## src/rtl/unsigned_product_accumulator.sv

```systemverilog
// -----------------------------------------------------------------------------
// unsigned_product_accumulator
//
// Purpose: sums a burst of unsigned products (terminated by prod_last) and
// presents the total, the number of beats and an overflow flag on a
// valid/ready result port. Feeds from the 5x5 multiplier product stream.
//
// Optional build macro: UNSIGNED_PRODUCT_ACCUMULATOR_SATURATE_EN
//   defined   : on carry-out the accumulator clamps to all-ones for the rest
//               of the burst
//   undefined : the accumulator wraps modulo 2^ACC_W
//   result_overflow is a sticky carry-out flag in both builds.
//
// Ports:
//   clock0           in   sole clock, rising edge
//   global_resetn    in   asynchronous active-low reset
//   acc_clear        in   synchronous abort/clear, beats highest priority
//   prod_valid       in   product beat valid
//   prod_ready       out  block can accept a beat (0 while holding a result)
//   prod_data        in   [PROD_W-1:0] unsigned product
//   prod_last        in   final beat of a burst
//   result_valid     out  total available
//   result_ready     in   consumer takes total
//   result_data      out  [ACC_W-1:0] accumulated sum
//   result_count     out  [COUNT_W-1:0] beats in burst (saturating)
//   result_overflow  out  sum exceeded 2^ACC_W-1 during the burst
//
// State | meaning
// ------+---------------------------------------------
// IDLE  | no beat of the current burst taken yet
// ACCUM | at least one beat taken, waiting for last
// HOLD  | result presented, waiting for result_ready
// -----------------------------------------------------------------------------
module unsigned_product_accumulator #(
    parameter int PROD_W  = 10,
    parameter int ACC_W   = 16,
    parameter int COUNT_W = 8
) (
    input  logic               clock0,
    input  logic               global_resetn,
    input  logic               acc_clear,
    input  logic               prod_valid,
    output logic               prod_ready,
    input  logic [PROD_W-1:0]  prod_data,
    input  logic               prod_last,
    output logic               result_valid,
    input  logic               result_ready,
    output logic [ACC_W-1:0]   result_data,
    output logic [COUNT_W-1:0] result_count,
    output logic               result_overflow
);

    typedef enum logic [1:0] {
        IDLE  = 2'd0,
        ACCUM = 2'd1,
        HOLD  = 2'd2
    } state_t;

    state_t             state_q, state_d;
    logic [ACC_W-1:0]   acc_q, acc_d;
    logic [COUNT_W-1:0] cnt_q, cnt_d;
    logic               ovf_q, ovf_d;
    logic [ACC_W-1:0]   rdata_q, rdata_d;
    logic [COUNT_W-1:0] rcnt_q, rcnt_d;
    logic               rovf_q, rovf_d;

    logic               beat_accept;
    logic [ACC_W:0]     sum_ext;
    logic               carry;
    logic [ACC_W-1:0]   acc_next;
    logic [COUNT_W-1:0] cnt_next;
    logic               ovf_next;

    assign prod_ready  = (state_q != HOLD);
    assign beat_accept = prod_valid && prod_ready;

    // One extra bit so the carry-out of this beat is visible.
    assign sum_ext = {1'b0, acc_q} + {{(ACC_W + 1 - PROD_W){1'b0}}, prod_data};
    assign carry   = sum_ext[ACC_W];

`ifdef UNSIGNED_PRODUCT_ACCUMULATOR_SATURATE_EN
    // Once clamped, stay clamped until the burst ends, even for zero beats.
    assign acc_next = (carry || ovf_q) ? {ACC_W{1'b1}} : sum_ext[ACC_W-1:0];
`else
    assign acc_next = sum_ext[ACC_W-1:0];
`endif

    assign ovf_next = ovf_q || carry;
    assign cnt_next = (cnt_q == {COUNT_W{1'b1}}) ? cnt_q : cnt_q + COUNT_W'(1);

    always_comb begin
        state_d = state_q;
        acc_d   = acc_q;
        cnt_d   = cnt_q;
        ovf_d   = ovf_q;
        rdata_d = rdata_q;
        rcnt_d  = rcnt_q;
        rovf_d  = rovf_q;

        if (acc_clear) begin
            state_d = IDLE;
            acc_d   = '0;
            cnt_d   = '0;
            ovf_d   = 1'b0;
            rdata_d = '0;
            rcnt_d  = '0;
            rovf_d  = 1'b0;
        end else begin
            case (state_q)
                IDLE, ACCUM: begin
                    if (beat_accept) begin
                        acc_d = acc_next;
                        cnt_d = cnt_next;
                        ovf_d = ovf_next;
                        if (prod_last) begin
                            state_d = HOLD;
                            rdata_d = acc_next;
                            rcnt_d  = cnt_next;
                            rovf_d  = ovf_next;
                        end else begin
                            state_d = ACCUM;
                        end
                    end
                end
                HOLD: begin
                    if (result_ready) begin
                        state_d = IDLE;
                        acc_d   = '0;
                        cnt_d   = '0;
                        ovf_d   = 1'b0;
                        rdata_d = '0;
                        rcnt_d  = '0;
                        rovf_d  = 1'b0;
                    end
                end
                default: begin
                    state_d = IDLE;
                    acc_d   = '0;
                    cnt_d   = '0;
                    ovf_d   = 1'b0;
                    rdata_d = '0;
                    rcnt_d  = '0;
                    rovf_d  = 1'b0;
                end
            endcase
        end
    end

    always_ff @(posedge clock0 or negedge global_resetn) begin
        if (!global_resetn) begin
            state_q <= IDLE;
            acc_q   <= '0;
            cnt_q   <= '0;
            ovf_q   <= 1'b0;
            rdata_q <= '0;
            rcnt_q  <= '0;
            rovf_q  <= 1'b0;
        end else begin
            state_q <= state_d;
            acc_q   <= acc_d;
            cnt_q   <= cnt_d;
            ovf_q   <= ovf_d;
            rdata_q <= rdata_d;
            rcnt_q  <= rcnt_d;
            rovf_q  <= rovf_d;
        end
    end

    assign result_valid    = (state_q == HOLD);
    assign result_data     = rdata_q;
    assign result_count    = rcnt_q;
    assign result_overflow = rovf_q;

endmodule

```

## config.mk

```make
export PLATFORM = sky130hd
export DESIGN_NAME = unsigned_product_accumulator
export DESIGN_NICKNAME = d
export VERILOG_FILES = /design/src/rtl/unsigned_product_accumulator.sv
export SDC_FILE = /design/constraint.sdc
export NUM_CORES = 1
export LEC_CHECK = 0
export ABC_AREA = 1
export CAP_MARGIN = 20
export CORE_MARGIN = 10
export CORE_UTILIZATION = 59
export CTS_CLUSTER_SIZE = 25
export DETAILED_ROUTE_END_ITERATION = 10
export PLACE_DENSITY = 0.91
export SLEW_MARGIN = 20
export SYNTH_ARGS = -nofsm -noshare
export SYNTH_HDL_FRONTEND = slang
export SYNTH_SLANG_ARGS = --single-unit
```

## constraint.sdc

```tcl
create_clock -name clock0 -period 4.8 [get_ports clock0]
set_clock_uncertainty 0.2 [all_clocks]
set_input_delay 0.96 -clock clock0 [delete_from_list [all_inputs] [get_ports clock0]]
set_output_delay 0.96 -clock clock0 [all_outputs]
set_load 0.005 [all_outputs]
```

Yosys cells after proc, flatten, opt, wreduce, memory -nomap -nowiden:

Index checks and enable logic that the tools add are counted.

* bits in registers: 52
* input port bits: 16
* word-level logic and storage cells: 52

* add/sub/neg operators: 2
* reductions and logical operators: 6
* mux-type cells: 30
* eq/ne operators: 7

Operator list (count)
* $mux 16: 6
* $pmux 16 s2: 2
* $mux 8: 7
* $pmux 8 s2: 2
* $add 16x10->17: 1
* $add 8x1->8 const B: 1
* $eq 8x8->1 const B: 1
* $mux 2: 4
* $mux 1: 6
* $ne 3x3->1 const B: 2
* $pmux 1 s2: 2
* $pmux 2 s2: 1
* $ne 3x2->1 const B: 1
* $reduce_and 3->1: 1
* $eq 2x1->1 const B: 1
* $eq 2x2->1 const B: 1
* $logic_not 2->1: 1
* $ne 2x2->1 const B: 1
* $reduce_and 2->1: 1
* $reduce_or 2->1: 1
* $logic_and 1x1->1: 1
* $logic_or 1x1->1: 1

Depth between registers and ports, before layout:

* word-level depth: 6
* mapped depth: 12
* gate-level depth less buffers: 12

Worst setup path before layout:

No wires, ideal clock.

* kind: input to register
* from: in prod_data[0]
* to: reg rdata_q[8], in the netlist result_data[8]
* slack: 2.208 ns
* arrival: 2.274 ns
* setup time: 0.119 ns
* required time: 4.481 ns
* cell stages on the path: 10
* cell sequence: ha_1 > inv_1 > fa_1 > inv_1 > nand3_1 > nand3_1 > a21oi_1 > or2_2 > nand4_1 > nand2_1

* longest elaborated chain between the ends: 5

RTL lines
* start, declared: line 44 `input logic [PROD_W-1:0] prod_data,`
* $add 16x10->17: line 78 `assign sum_ext = {1'b0, acc_q} + {{(ACC_W + 1 - PROD_W){1'b0}}, prod_data};`
* $mux 16: line 115 `if (prod_last) begin`
* $mux 16: line 111 `if (beat_accept) begin`
* $pmux 16 s2: line 109 `case (state_q)`
* $mux 16: line 100 `if (acc_clear) begin`
* end signal, assigned: line 163 `rdata_q <= rdata_d;`
* end, declared: line 63 `logic [ACC_W-1:0] rdata_q, rdata_d;`

Every way passes these cells. The select of a mux whose other input is x is not followed.
A chain may end at the register's enable or synchronous reset.

Worst setup path in the final report:

Ends and elaborated chain as after synthesis.

==> parameters.txt <==
Parameter                              Value

STA
  Max_slew headroom ... 0.5606
  Slew at the pin closest to its max-slew limit ... ~660 ps
  F_max ... 339.8 MHz
  Worst Hold Slack ... about 290 ps
  Setup repair after global routing missed its margin ... false
  Summed negative setup slack over all endpoints ... 0 ps
  Final worst-path setup slack ... between 1500 and 2000 ps
  Tcrit/Tclk final ... 0.6131
  Number of setup violations in the final report ... 0
  Final hold violations ... 0
  Final Max Slew Viols ... 0
  Min Clock Period, post-route ... slightly below 3000 ps

Floorplanning
  Die area ... about 8500 sq um
  Floorplan core area ... 5107 sq um
  Effective utilization at floorplan ... 0.6063
  Width of the die ... about 90 microns
  Die height ... approximately 90 microns
  Boundary Pins ... 43
  Row count ... 26

Clocking
  Clock buffer count from CTS ... 5
  Hold buffer count at cts ... 0
  Worst-case clock buffer depth ... 2
  Setup Fix Bufs, Post-CTS ... 0
  CTS tree ... yes
  Number of clock sinks ... 52
  Number of gates resized after CTS ... 0
  Clock-pin slew on the worst setup and hold paths ... 100 ps
  Number of H-tree branching levels ... 2
  Buffer cell driving the clock tree root ... sky130_fd_sc_hd__clkbuf_8
  Worst-skew pair later-pin latency ... between 300 and 400 ps

Logic synthesis
  Number of nets produced by synthesis ... 441
  Sequential cell area fraction in the yosys report ... 0.4202
  Proportion of synthesized flip-flops having asynchronous set or reset ... 1.000
  Synthesized cell area ... a little over 3000 sq um
  Count of cell types in the netlist ... 35
  Register bit count reported by yosys ... 52
  Dominant synthesized flop cell ... sky130_fd_sc_hd__dfrtp_1
  Share of the synthesized area in the top cell type ... 0.4202
  Synth top area cells ... sky130_fd_sc_hd__dfrtp_1 (42%), sky130_fd_sc_hd__nand2_1 (17%), sky130_fd_sc_hd__inv_1 (6.3%)
  Yosys synthesis warning count ... 0
  Post-Syn Instances ... between 400 and 500
  Avg Synthesized Cell Area ... 7.498 sq um
  Largest area contributor in the synthesized netlist ... sky130_fd_sc_hd__dfrtp_1
  Post-synth EDFFs ... 0

Worst setup path
  Startpoint of the most critical setup path ... prod_data[0]
  Reg2reg start ... acc_q[0]
  CP startpoint kind ... primary input
  Crit Path Max Fanout ... 5
  Data arrival time of the worst path ... 2940 ps
  Critical path endpoint category ... flip-flop
  Required time reported for the critical path endpoint ... between 4000 and 5000 ps
  Type of the worst setup path ... in -> reg

Detailed routing
  Residual DRC ... 0
  Total number of vias ... approximately 2,800
  WL/cell ... about 15 microns
  Final routed wirelength across all metal layers ... between 7000 and 8000 microns
  Drt pass-1 iters ... 5
  Detailed router's first-iteration violation count ... between 150 and 200
  DR vias/cell ... about 5.4
  Post-route antenna net violation count ... 0

Pwr
  Maximum VDD drop ... about 0.17 mV
  Post-layout total power ... approximately 1.2 mW
  Cell leakage power ... roughly 1.8 nW
  Power per Cell Area ... roughly 320 nW/um^2

GRT
  Wire length of the first global-routing pass ... 13,100 microns
  Pin count of the biggest net entering global routing ... 53
  Number of global-route vias before repair ... slightly below 3,000
  Total global-route track usage ... 0.1829
  Overflow left after global routing ... 0
  Number of antenna violations at the first check in global routing ... 0

Status
  Result of the run ... completed

Worst hold path
  Startpoint of the lowest-slack hold path ... result_count[1]
  Worst hold path type ... reg -> reg

Cells and area
  Area overhead of the layout relative to synthesis ... 17.54%
  Post-route non-filler standard cell count ... about 530
  Most common cell after layout, fill and taps aside ... sky130_fd_sc_hd__nand2_1
  Diodes inserted ... 0
  Fin nets ... roughly 480
  Share of final-layout standard cells stronger than drive strength 1 ... 0.09231
  Leading cell types in the layout, fill and taps excluded ... sky130_fd_sc_hd__nand2_1 (141), sky130_fd_sc_hd__inv_1 (52), sky130_fd_sc_hd__dfrtp_1 (52)

Placed design
  Routability congestion estimate from global placement ... about 0.90
  Total of buffers placed on input and output ports ... 42
  Post-place setup slack ... between 1500 and 2000 ps
  Number of instances in the placed design ... slightly above 500
  Placed wire-length estimate after detailed placement ... around 5600 microns

Flow run
  Max-cap viol count ... 0
-- synthesized netlist by cell type, types with 3 or more instances --
| cell type | number |
|---|---|
| sky130_fd_sc_hd__or2_2 | 3 |
| sky130_fd_sc_hd__dfrtp_1 | 52 |
| sky130_fd_sc_hd__nand4_1 | 18 |
| sky130_fd_sc_hd__o21ai_2 | 6 |
| sky130_fd_sc_hd__o21ai_1 | 16 |
| sky130_fd_sc_hd__o21ai_0 | 13 |
| sky130_fd_sc_hd__o22ai_1 | 3 |
| sky130_fd_sc_hd__nor2_1 | 18 |
| sky130_fd_sc_hd__nand2_1 | 141 |
| sky130_fd_sc_hd__nand3_1 | 24 |
| sky130_fd_sc_hd__buf_2 | 5 |
| sky130_fd_sc_hd__nand3b_1 | 4 |
| sky130_fd_sc_hd__nand2_2 | 6 |
| sky130_fd_sc_hd__inv_2 | 5 |
| sky130_fd_sc_hd__a21oi_1 | 10 |
| sky130_fd_sc_hd__ha_1 | 11 |
| sky130_fd_sc_hd__nand3_2 | 6 |
| sky130_fd_sc_hd__inv_1 | 52 |
-- cell families after synthesis --
| family | count (synthesis) | share of synthesized area |
|---|---|---|
| buf+inv | 68 | 0.09050 |
| flops | 52 | 0.4202 |
| xor+xnor | 1 | 0.002829 |
| compound gates | 53 | 0.1038 |
| simple gates | 227 | 0.3317 |
| fa+ha+maj | 12 | 0.05091 |
-- sequential cells by signal (all words and copies together) (netlist names) --
| signal | flops |
|---|---|
| cnt_q | 8 |
| state_q | 2 |
| ovf_q | 1 |
| acc_q | 16 |
| result_overflow | 1 |
| result_data | 16 |
| result_count | 8 |
-- per-stage QoR --
step / area, sq um / utilization
global placement: 3555 / 0.6960
finish: 3640 / 0.7126
detailed placement: 3555 / 0.6960
floorplan: 3097 / -
global route: 3640 / 0.7126
CTS: 3640 / 0.7126
-- critical path: stages --
cell and delay (ps):
sky130_fd_sc_hd__clkdlybuf4s50_1 460, sky130_fd_sc_hd__ha_1 180, sky130_fd_sc_hd__inv_1 60, sky130_fd_sc_hd__fa_1 350, sky130_fd_sc_hd__inv_1 120, sky130_fd_sc_hd__nand3_1 100, sky130_fd_sc_hd__nand3_1 170, sky130_fd_sc_hd__a21oi_1 110
sky130_fd_sc_hd__or2_2 290, sky130_fd_sc_hd__nand4_1 70, sky130_fd_sc_hd__nand2_1 60
-- where the power goes --
part           total, mW  switching (mW)  internal [mW]
Clock              0.253           0.148          0.105
Sequential         0.529          0.0384          0.491
Combinational      0.388           0.231          0.157
-- path summary, 6_finish.rpt --
kind | end | slack, ps | cells after the start
worst min-delay path | result_count[1] | 290 | 2
worst min register to register | result_count[1] | 290 | 2
max in group asynchronous | acc_q[9] | 3400 | 2
min in group asynchronous | acc_q[3] | 560 | 2
worst max register to register | result_data[8] | 2600 | 10
worst max-delay path | result_data[8] | 1860 | 11
-- routing by layer --
metal / track usage / routed length, microns
met5: 0 / 0
met4: 0.07584 / 152
met3: 0.04843 / 507
met2: 0.3124 / 3784
met1: 0.2126 / 3241
-- layout make-up --
class                           instances  area, sq um
Clock buffer                            7        76.32
Clock inverter                          1        8.758
Fill cell                             441         1468
Inverter                               58        220.2
Multi-Input combinational cell        293         1515
Sequential cell                        52         1301
Tap cell                               70        87.58
Timing Repair Buffer                   44        430.4
(Power assumes the default switching activity.)
